==> src/rtl/phy_rx_s2p_align_if.sv <==
// Lane-side bundle for the receive serial-to-parallel aligner: the serial
// bit in, and the recovered byte, its qualifier, the boundary strobe and
// the lock indication out.
interface phy_rx_s2p_align_if;
  logic       data_in;
  logic [7:0] data_out;
  logic       valid_out;
  logic       byte_strobe;
  logic       active;

  // Serial source / byte consumer side
  modport master (
    output data_in,
    input  data_out,
    input  valid_out,
    input  byte_strobe,
    input  active
  );

  // Aligner side
  modport slave (
    input  data_in,
    output data_out,
    output valid_out,
    output byte_strobe,
    output active
  );
endinterface

==> src/rtl/phy_rx_s2p_align.sv <==
// Receive-side serial-to-parallel converter for one PHY lane. Bits arrive
// MSB first at clk32f; the aligner hunts for the COM symbol bit by bit,
// confirms ALIGN_COUNT consecutive COMs on a fixed byte phase, and then
// emits one byte per eight clocks, flagging non-COM bytes as valid.
module phy_rx_s2p_align #(
  parameter logic [7:0] COM         = 8'hBC,
  parameter int         ALIGN_COUNT = 4
) (
  input logic             clk32f,
  input logic             reset,
  phy_rx_s2p_align_if.slave rx
);

  typedef enum logic [1:0] {
    SEARCH   = 2'd0,
    ALIGNING = 2'd1,
    ACTIVE   = 2'd2
  } state_t;

  localparam logic [3:0] LOCK_CNT = 4'(ALIGN_COUNT);

  state_t     state;
  state_t     state_nx;
  logic [7:0] sr;
  logic [7:0] cand;
  logic [2:0] bit_cnt;
  logic [2:0] bit_cnt_nx;
  logic [3:0] com_cnt;
  logic [3:0] com_cnt_nx;
  logic [3:0] com_cnt_inc;
  logic [7:0] data_q;
  logic [7:0] data_nx;
  logic       valid_q;
  logic       valid_nx;
  logic       strobe_q;
  logic       strobe_nx;
  logic       boundary;
  logic       is_com;

  // The byte that ends with the bit being sampled on this edge; every
  // comparison and every output byte is taken from this window so that a
  // byte is recognised on the same edge that samples its LSB.
  assign cand        = {sr[6:0], rx.data_in};
  assign is_com      = (cand == COM);
  assign boundary    = (bit_cnt == 3'd7);
  assign com_cnt_inc = com_cnt + 4'd1;

  // Free-running shift register, independent of alignment state.
  always_ff @(posedge clk32f or negedge reset) begin
    if (!reset) begin
      sr <= 8'h00;
    end else begin
      sr <= cand;
    end
  end

  // State, byte-phase counter, COM counter and held output registers.
  always_ff @(posedge clk32f or negedge reset) begin
    if (!reset) begin
      state    <= SEARCH;
      bit_cnt  <= 3'd0;
      com_cnt  <= 4'd0;
      data_q   <= 8'h00;
      valid_q  <= 1'b0;
      strobe_q <= 1'b0;
    end else begin
      state    <= state_nx;
      bit_cnt  <= bit_cnt_nx;
      com_cnt  <= com_cnt_nx;
      data_q   <= data_nx;
      valid_q  <= valid_nx;
      strobe_q <= strobe_nx;
    end
  end

  // Alignment FSM: sliding search, phase-locked confirmation, then byte
  // delivery. Once locked, only reset can drop the lane out of ACTIVE, so a
  // COM pattern straddling two bytes never disturbs the byte phase.
  always_comb begin
    state_nx   = state;
    bit_cnt_nx = bit_cnt;
    com_cnt_nx = com_cnt;
    data_nx    = data_q;
    valid_nx   = valid_q;
    strobe_nx  = 1'b0;

    case (state)
      SEARCH: begin
        bit_cnt_nx = 3'd0;
        com_cnt_nx = 4'd0;
        if (is_com) begin
          com_cnt_nx = 4'd1;
          state_nx   = ALIGNING;
        end
      end

      ALIGNING: begin
        bit_cnt_nx = bit_cnt + 3'd1;
        if (boundary) begin
          if (is_com) begin
            com_cnt_nx = com_cnt_inc;
            if (com_cnt_inc == LOCK_CNT) begin
              state_nx = ACTIVE;
            end
          end else begin
            state_nx   = SEARCH;
            com_cnt_nx = 4'd0;
            bit_cnt_nx = 3'd0;
          end
        end
      end

      ACTIVE: begin
        bit_cnt_nx = bit_cnt + 3'd1;
        if (boundary) begin
          data_nx   = cand;
          valid_nx  = !is_com;
          strobe_nx = 1'b1;
        end
      end

      default: begin
        state_nx   = SEARCH;
        bit_cnt_nx = 3'd0;
        com_cnt_nx = 4'd0;
      end
    endcase
  end

  assign rx.data_out    = data_q;
  assign rx.valid_out   = valid_q;
  assign rx.byte_strobe = strobe_q;
  assign rx.active      = (state == ACTIVE);

endmodule

==> src/flat_wrapper.sv <==
// flat-port wrapper written by rule: the top's interface ports become plain ports
module phy_rx_s2p_align_flat 
#(
  parameter logic [7:0] COM         = 8'hBC,
  parameter int         ALIGN_COUNT = 4
)
  (clk32f, reset, rx_data_in, rx_data_out, rx_valid_out, rx_byte_strobe, rx_active);
  phy_rx_s2p_align_if rx_i ();
  input logic clk32f;
  input logic reset;
  input wire logic [$bits(rx_i.data_in)-1:0] rx_data_in;
  output wire logic [$bits(rx_i.data_out)-1:0] rx_data_out;
  output wire logic [$bits(rx_i.valid_out)-1:0] rx_valid_out;
  output wire logic [$bits(rx_i.byte_strobe)-1:0] rx_byte_strobe;
  output wire logic [$bits(rx_i.active)-1:0] rx_active;
  assign rx_i.data_in = rx_data_in;
  assign rx_data_out = rx_i.data_out;
  assign rx_valid_out = rx_i.valid_out;
  assign rx_byte_strobe = rx_i.byte_strobe;
  assign rx_active = rx_i.active;
  phy_rx_s2p_align #(.COM(COM), .ALIGN_COUNT(ALIGN_COUNT)) u_core (.clk32f(clk32f), .reset(reset), .rx(rx_i));
endmodule
==> config.mk <==
export PLATFORM = sky130hd
export DESIGN_NAME = phy_rx_s2p_align_flat
export DESIGN_NICKNAME = d
export VERILOG_FILES = /design/src/rtl/phy_rx_s2p_align_if.sv /design/src/rtl/phy_rx_s2p_align.sv /design/src/flat_wrapper.sv
export SDC_FILE = /design/constraint.sdc
export NUM_CORES = 1
export LEC_CHECK = 0
export CORE_ASPECT_RATIO = 1.25
export CORE_UTILIZATION = 30
export DETAILED_ROUTE_END_ITERATION = 16
export DONT_BUFFER_PORTS = 1
export HOLD_SLACK_MARGIN = 0.02
export SYNTH_ARGS = -nofsm -noshare
export SYNTH_HDL_FRONTEND = slang
export SYNTH_SLANG_ARGS = --single-unit
==> constraint.sdc <==
create_clock -name clk32f -period 1.7 [get_ports clk32f]
set_input_delay 0.255 -clock clk32f [delete_from_list [all_inputs] [get_ports clk32f]]
set_output_delay 0.255 -clock clk32f [all_outputs]
set_load 0.01 [all_outputs]
==> impl_metrics.tcl <==
set metrics [dict create \
    status "finished, final reports clean" \
    fin_total_pwr_mw 1.10 \
    crit_type "reg2reg" \
    ir_worst_vdd_mv 0.441 \
    worstPathArrival_ns 1.74 \
    die_w_um 57.0 \
    ys_types 29 \
    port_buffers 0 \
    p_leak_nw 0.650 \
    critPathRequiredTime_ns 1.86 \
    synth_top_area_share_pct 57.3 \
    layout.cells.most_common "dfrtp_1" \
    mostFrequentLayoutCells "dfrtp_1 (26), mux2_2 (8), o21ai_1 (7), ha_1 (7)" \
    timing.fmax_mhz 635 \
    power_density_nw_per_um2 845 \
    hold_depth 1 \
    finalSetupTns_ns 0 \
    drt-initial-drc-count 11 \
    ys_seq_elements 26 \
    avgSynthCellArea_um2 12.5 \
    r2r_cells 6 \
    start_kind "register" \
    ctsRootBufferMaster "clkbuf_8" \
    drv_slew 0 \
    grt_usage_pct 10.8 \
    hold_class "in2reg" \
    antennaDiodeCount 0 \
    cts_sinks 26 \
    finalHoldViolations 0 \
    post_drt_wl_per_cell_um 14.4 \
    vias 713 \
    hpwl_um 1410 \
    post-route-drc-count 0 \
    skew_ns 0.00393 \
    worstSkewPairLatency_ns 0.26 \
    rrSetupSlack_ns 0.12 \
    core-area_um2 3540 \
    drt-total-wl_um 1990 \
    cp-end-kind "register" \
    grt_overflow 0 \
    pre_cts_ws_ns 0.0579 \
    r2r-end "u_core.com_cnt[2]" \
    worstHoldStart "rx_data_in" \
    die_h_um 70.8 \
    gp_congestion 0.725 \
    cp_max_fo 8 \
    firstDrtPassIters 3 \
    cts_buffer_depth 2 \
    antenna_found_initial 0 \
    synthCells 91 \
    clk_pin_slew_ns 0.08 \
    nNetsFinal 110 \
    synth_area_um2 1140 \
    reg2reg_from "u_core.bit_cnt[0]" \
    die_area_um2 4040 \
    initial_utilization_pct 32.1 \
    postRouteAntennaNets 0 \
    setup_viol 0 \
    max_cap_violations 0 \
    post_cts_buffers 0 \
    worst_slack_ns 0.125 \
    rsz0062_at_grt "no" \
    grt_max_degree 27 \
    min_to "u_core.rx.data_out[0]" \
    seq_area_frac_synth_pct 57.3 \
    syn_nets 101 \
    syn_to_final_growth_pct 14.4 \
    cts_buffers 3 \
    htreeDepth 1 \
    io-pin-count 14 \
    final.period_utilization_pct 92.7 \
    drive_gt1_share_pct 22.2 \
    yosysTopAreaCell "dfrtp_1" \
    grt_pass1_wl_um 3430 \
    synthTopCellsByArea "dfrtp_1 (57%), mux2_2 (7.9%), ha_1 (7.7%)" \
    max_slew_margin_pct 78.8 \
    viasPerCell 5.17 \
    rows 24 \
    yosysWarnings 0 \
    first_global_vias 787 \
    tightest_slew_ns 0.316 \
    timing.hold.ws_ns 0.140 \
    min_period_ns 1.58 \
    cts_tree "built" \
]
layer usage:
layer | vias to the layer above | share of wire, % | global-route usage [%]
met4 | 0 | 1.1 | 3.25
met2 | 13 | 53 | 20.0
met5 | - | 0 | 0
li1 | 342 | - | -
met3 | 5 | 4.8 | 2.93
met1 | 353 | 41 | 11.8
final cells by class:
type | count | area (µm²)
fill | 357 | 2240
sequential | 26 | 651
multi-input combinational | 58 | 468
clock buffer | 4 | 55.1
timing repair buffer | 5 | 55.1
tap | 39 | 48.8
inverter | 6 | 22.5
power by group:
group | internal (mW) | total (mW) | switching (mW)
Sequential | 0.631 | 0.643 | 0.0117
Clock | 0.207 | 0.386 | 0.179
Combinational | 0.0245 | 0.0695 | 0.0450
cell usage after synthesis, drive strengths merged:
library cell,n
dfrtp,26
o21ai,9
mux2,8
ha,7
nand2,7
inv,6
nor2,4
a21o,2
a22o,2
nand2b,2
nand3b,2
nor3,2
o31ai,2
a21boi,1
a21oi,1
a32oi,1
and3,1
and3b,1
clkbuf,1
nand3,1
nand4,1
nand4bb,1
o2111ai,1
o211a,1
or4b,1
through the flow:
step / utilization (%) / instance area [µm²] / cells
2_1_floorplan: - / 1140 / 91
6_report: 36.7 / 1300 / 138
5_1_grt: 36.7 / 1300 / 138
3_5_place_dp: 33.8 / 1200 / 131
3_3_place_gp: 33.8 / 1200 / 131
4_1_cts: 36.4 / 1290 / 138
flip-flops by register name, summed over array words and instances, names as in the netlist:
register	count
u_core.rx.valid_out	1
u_core.rx.byte_strobe	1
u_core.state	2
u_core.bit_cnt	3
u_core.com_cnt	4
u_core.sr	7
u_core.rx.data_out	8
worst max-delay path, cell delays in order (launching register included):
cell and delay (ns):
dfrtp_1 0.40, ha_1 0.20, ha_1 0.24, inv_1 0.12, a21o_2 0.21, o21ai_0 0.11, a22o_1 0.20
cells by family after synthesis:
logic type | Yosys count | synth area share (%)
AOI/OAI and AO/OA | 20 | 12.1
adders and majority gates | 7 | 7.71
buffers and inverters | 7 | 2.31
DFF | 26 | 57.3
muxes | 8 | 7.93
and+or+nand+nor | 23 | 12.7
worst max path at each step:
stage	from	end	slack, ns
5_1_grt	u_core.bit_cnt[0]	u_core.com_cnt[2]	0.02
3_3_place_gp	u_core.bit_cnt[0]	u_core.com_cnt[2]	0.1
3_5_place_dp	u_core.bit_cnt[0]	u_core.rx.data_out[0]	0.06
2_1_floorplan	u_core.bit_cnt[0]	u_core.rx.data_out[0]	0.04
4_1_cts	u_core.com_cnt[0]	u_core.state[1]	0.04
6_report	u_core.bit_cnt[0]	u_core.com_cnt[2]	0.12
repair_timing:
action                                 4_1_cts  5_1_grt
hold buffers                                 3        0
setup endpoints to repair                    0       11
resized for setup                            0        3
endpoints found under the hold margin       27        0
(Power assumes the default switching activity.)
==> patch 1, RTL diff (same settings) <==
Reset style: synchronous (`reset`), changed in 2 clocked blocks.
--- a/src/rtl/phy_rx_s2p_align.sv
+++ b/src/rtl/phy_rx_s2p_align.sv
@@ -46,7 +46,7 @@
   assign com_cnt_inc = com_cnt + 4'd1;
 
   // Free-running shift register, independent of alignment state.
-  always_ff @(posedge clk32f or negedge reset) begin
+  always_ff @(posedge clk32f) begin
     if (!reset) begin
       sr <= 8'h00;
     end else begin
@@ -55,7 +55,7 @@
   end
 
   // State, byte-phase counter, COM counter and held output registers.
-  always_ff @(posedge clk32f or negedge reset) begin
+  always_ff @(posedge clk32f) begin
     if (!reset) begin
       state    <= SEARCH;
       bit_cnt  <= 3'd0;
Behaviour: same outputs for any inputs over 10 cycles, from zero or initial values and one cycle with reset low; that may be too few to reach the edited logic, so the function may still have changed.
==> patch 1 against the unedited design <==
- highest routed layer unchanged
- die area down 2.9%
- largest cell class is now multi-input combinational cells
- routed wire length rose by 6.4%
- area after synthesis shrank 3.0%
- synthesized cell count up 33%
- worst setup slack worse by 0.054 ns
- cell area decreased by 3.3%
- sequential cell count unchanged
Power is not compared: it rests on default switching activity, and its combinational part moved more than twofold at a synthesized area within 25%.
==> patch 1: results <==
set metrics [dict create \
    grt_pass1_vias 840 \
    drtIter0Drc 20 \
    syn_nets 131 \
    finalWirelength_um 2120 \
    p_sw_share_pct 19.0 \
    ys_async_sr_fraction_pct 0 \
    status "complete, no violations" \
    grtUsageTotal_pct 11.1 \
    ys_seq_area_share_pct 47.2 \
    skew_ns 0.00142 \
    ys_top_cells_by_area "dfxtp_1 (47%), nand2_1 (8.2%), ha_1 (7.9%)" \
    numCtsBuffers 3 \
    gp_congestion 0.726 \
    diodes 0 \
    synth.top_cells.by_count "dfxtp_1 (26), nand2_1 (24), a21oi_1 (8), and2_1 (8)" \
    synth.distinct_cells 32 \
    viasPerCell 4.96 \
    synthCells 121 \
    htree_levels 1 \
    layout-drive-gt1-share_pct 16.3 \
    clock_latency_ns 0.26 \
    met1_usage_pct 12.7 \
    gr-usage-met3_pct 2.05 \
    relSlewSlack_pct 77.0 \
    dp.cells 159 \
    grt_pass1_wl_um 3460 \
    grt_util_met2_pct 19.4 \
    cp_max_fo 3 \
    dp_hpwl_um 1510 \
    final_nets 140 \
    antenna_found_initial 0 \
    grt_max_degree 20 \
    cp.arrival_ns 1.80 \
    instances_no_fill 168 \
    post_dp_cell_area_sq_um 1160 \
    cts_buffer_depth 2 \
    ys_warn_count 0 \
    ys.flop_type "dfxtp_1" \
    first_pass_iters 4 \
    cts_root_buf "clkbuf_8" \
]
-- patch 1: cell types whose count changed in the layout (fill, tap and decap cells not counted), moves of 3 or more --
cell      delta
nor2_1       +4
a21oi_1      +7
o21ai_1      -6
dfrtp_1     -26
buf_4        +6
mux2_2       -8
and2_1       +8
a21boi_1     +3
nand2_1     +18
dfxtp_1     +24
-- patch 1: per-stage QoR --
| stage | util [%] | setup slack, ns | hold WS, ns | TNS, ns |
|---|---|---|---|---|
| 2_1_floorplan | - | 0.0489 | 0.377 | 0 |
| 3_3_place_gp | 33.0 | 0.0345 | 0.383 | 0 |
| 3_5_place_dp | 33.0 | -0.0308 | 0.386 | -0.0308 |
| 4_1_cts | 35.5 | 0.0410 | 0.100 | 0 |
| 5_1_grt | 35.8 | 0.0114 | 0.0909 | 0 |
| 6_report | 35.8 | 0.0713 | 0.107 | 0 |
-- patch 1: worst max-delay path: stages (launching register included) --
cell	delay [ns]
dfxtp_2	0.33
ha_2	0.18
and2b_1	0.22
a21oi_1	0.07
o32a_1	0.30
a2111o_1	0.36
o311ai_1	0.07
-- patch 1: cell families after synthesis --
family / share of synthesized area [%]
flops: 47.2
buf+inv: 4.20
compound gates: 16.5
fa+ha+maj: 7.95
simple gates: 24.2
-- patch 1: metal layers --
layer / vias to the layer above / routed length (um)
met5: - / 0
met4: 0 / 36
met3: 5 / 48
met2: 10 / 1090
met1: 394 / 942
li1: 424 / -
-- patch 1: final timing paths --
| path | from | endpoint | slack (ns) | depth (start not counted) |
|---|---|---|---|---|
| worst max-delay path | u_core.com_cnt[0] | u_core.state[0] | 0.07 | 6 |
| worst min-delay path | rx_data_in | u_core.sr[0] | 0.11 | 1 |
| worst max register to register | u_core.com_cnt[0] | u_core.state[0] | 0.07 | 6 |
| worst min register to register | u_core.bit_cnt[0] | u_core.bit_cnt[0] | 0.44 | 1 |
-- patch 1: timing repair --
item	4_1_cts	5_1_grt
resized for setup	3	1
setup buffers	4	1
endpoints found under the setup margin	1	2
pin swaps	2	1
gates cloned	0	0
-- patch 1: cell type report --
type,instances,area [sq um]
sequential,26,523
clock buffer,4,55.1
inverter,8,31.3
timing repair buffer,8,60.1
multi-input combinational,83,539
fill,371,2260
tap,39,48.8
-- patch 1: power by group through the flow --
stage	Clock (mW)	Sequential, mW	Combinational, mW
2_1_floorplan	0	0.628	0.0112
3_3_place_gp	0	0.629	0.00800
3_5_place_dp	0	0.629	0.00817
4_1_cts	0.411	0.615	0.00824
5_1_grt	0.441	0.616	0.00915
6_report	0.393	0.615	0.00820
==> patch 2, RTL diff (same flow settings) <==
Made on the original files. `COM` is set to 8'hBC in 2 places; all go to 8'h5E.
--- a/src/rtl/phy_rx_s2p_align.sv
+++ b/src/rtl/phy_rx_s2p_align.sv
@@ -3,7 +3,7 @@
 // confirms ALIGN_COUNT consecutive COMs on a fixed byte phase, and then
 // emits one byte per eight clocks, flagging non-COM bytes as valid.
 module phy_rx_s2p_align #(
-  parameter logic [7:0] COM         = 8'hBC,
+  parameter logic [7:0] COM         = 8'h5E,
   parameter int         ALIGN_COUNT = 4
 ) (
   input logic             clk32f,
--- a/src/flat_wrapper.sv
+++ b/src/flat_wrapper.sv
@@ -1,7 +1,7 @@
 // flat-port wrapper written by rule: the top's interface ports become plain ports
 module phy_rx_s2p_align_flat 
 #(
-  parameter logic [7:0] COM         = 8'hBC,
+  parameter logic [7:0] COM         = 8'h5E,
   parameter int         ALIGN_COUNT = 4
 )
   (clk32f, reset, rx_data_in, rx_data_out, rx_valid_out, rx_byte_strobe, rx_active);
Formal check against the unedited RTL: same outputs for any inputs over 10 cycles, from zero or initial values and one cycle with reset low; that may be too few to reach the edited logic, so the function may still have changed.
==> patch 2 against the unedited design <==
- the run now ends with design-rule violations left
- worst hold slack worse by 0.010 ns
- sequential power about the same
- total power grew 12%
- cell count unchanged
- area after synthesis is 2.0% higher
- via count increased by 0.84%
- routed wire length rose by 4.2%
- worst setup slack got worse by 0.051 ns
- sequential cell count is the same
- die area up 1.9%
- cell area is 2.8% higher
- clock skew is essentially flat
- critical endpoint is now u_core.state[0]
- largest cell class unchanged
- largest power group unchanged
==> patch 2: results <==
set metrics [dict create \
    status "complete, but fails checks" \
    violations "design-rule violations" \
    cp_max_fo 5 \
    ys_seq_area_share_pct 56.2 \
    syn_nets 100 \
    ys_top_cells_by_area "dfrtp_1 (56%), mux2_2 (7.8%), ha_1 (7.6%)" \
    drc 1 \
    dp_hpwl_um 1530 \
    fillers 366 \
    leakagePower_nw 0.667 \
    via_count 719 \
    holdCritStartpoint "rx_data_in" \
    regToRegEndpoint "u_core.state[0]" \
    finalWirelength_um 2070 \
    cp.arrival_ns 1.80 \
    tightest_slew_ns 0.308 \
    ff2ff_path_depth 5 \
    grt_pass1_vias 741 \
    synth.distinct_cells 28 \
    synth.top_cells.by_count "dfrtp_1 (26), nand2_1 (9), mux2_2 (8), o21ai_0 (8), ha_1 (7)" \
    first_pass_iters 10 \
    ir_worst_vdd_mv 0.349 \
    drtIter0Drc 19 \
    grt_pass1_wl_um 3530 \
    skew_ns 0.00427 \
    grtUsageTotal_pct 11.2 \
    worst_r2r_startpoint "u_core.state[1]" \
    numCtsBuffers 3 \
    gp_congestion 0.869 \
]
==> patch 2: area by class of cell <==
type / count / area (sq um) / area share (%)
Sequential cell: 26 / 651 / 48.7
Inverter: 5 / 20.0 / 1.50
Clock inverter: 1 / 30.0 / 2.25
Multi-Input combinational cell: 58 / 483 / 36.1
Tap cell: 39 / 48.8 / 3.65
Timing Repair Buffer: 6 / 62.6 / 4.68
Clock buffer: 3 / 41.3 / 3.09
==> patch 2: power breakdown <==
group	switching [mW]	internal (mW)	leakage [nW]	total, mW
clock network	0.193	0.315	0.0357	0.508
registers	0.0142	0.631	0.339	0.645
logic	0.0435	0.0322	0.292	0.0757
total	0.251	0.978	0.667	1.23
==> patch 2: timing repair <==
item / CTS / global route
hold buffers: 3 / 0
resized for setup: 0 / 0
hold endpoints to repair: 27 / 0
==> patch 2: kinds of logic (layout without fill, tap and decap cells) <==
logic type | Yosys count | count (layout) | share of synthesized area (%)
and+or+nand+nor | 23 | 23 | 14.7
DFF | 26 | 26 | 56.2
muxes | 8 | 8 | 7.78
buffers and inverters | 6 | 15 | 2.16
adders and majority gates | 7 | 7 | 7.56
AOI/OAI and AO/OA | 20 | 20 | 11.7
==> patch 2: worst max path at each step <==
stage,start,cells past startpoint,endpoint
after CTS,u_core.state[1],5,u_core.state[0]
final,u_core.state[1],5,u_core.state[0]
after global placement,u_core.state[1],5,u_core.state[0]
after detailed placement,u_core.state[1],5,u_core.state[0]
after floorplan,u_core.state[1],5,u_core.state[0]
after global routing,u_core.bit_cnt[0],7,u_core.state[0]
==> patch 2: per-layer routing <==
layer | global-route usage, % | part of all wire [%] | vias to the layer above
li1 | - | - | 340
met1 | 14.6 | 44 | 354
met2 | 18.0 | 49 | 20
met3 | 2.71 | 5.6 | 5
met4 | 4.61 | 1.5 | 0
met5 | 0 | 0 | -
==> patch 2: critical path, cell delays in order, from the launching register on <==
cell and delay (ns):
dfrtp_1 0.42, inv_1 0.09, ha_1 0.22, clkinv_2 0.10, or3_4 0.42, o311ai_1 0.27
==> patch 2: through the flow <==
stage / instance area, sq um / util [%] / std cells / hold WS, ns / setup slack (ns)
2_1_floorplan: 1160 / - / 90 / -0.0406 / 0.209
5_1_grt: 1340 / 37.1 / 138 / 0.116 / 0.00373
3_5_place_dp: 1220 / 34.0 / 131 / -0.0397 / 0.0696
6_report: 1340 / 37.1 / 138 / 0.130 / 0.0739
3_3_place_gp: 1220 / 34.0 / 131 / -0.0397 / 0.171
4_1_cts: 1340 / 37.1 / 138 / 0.125 / 0.0722
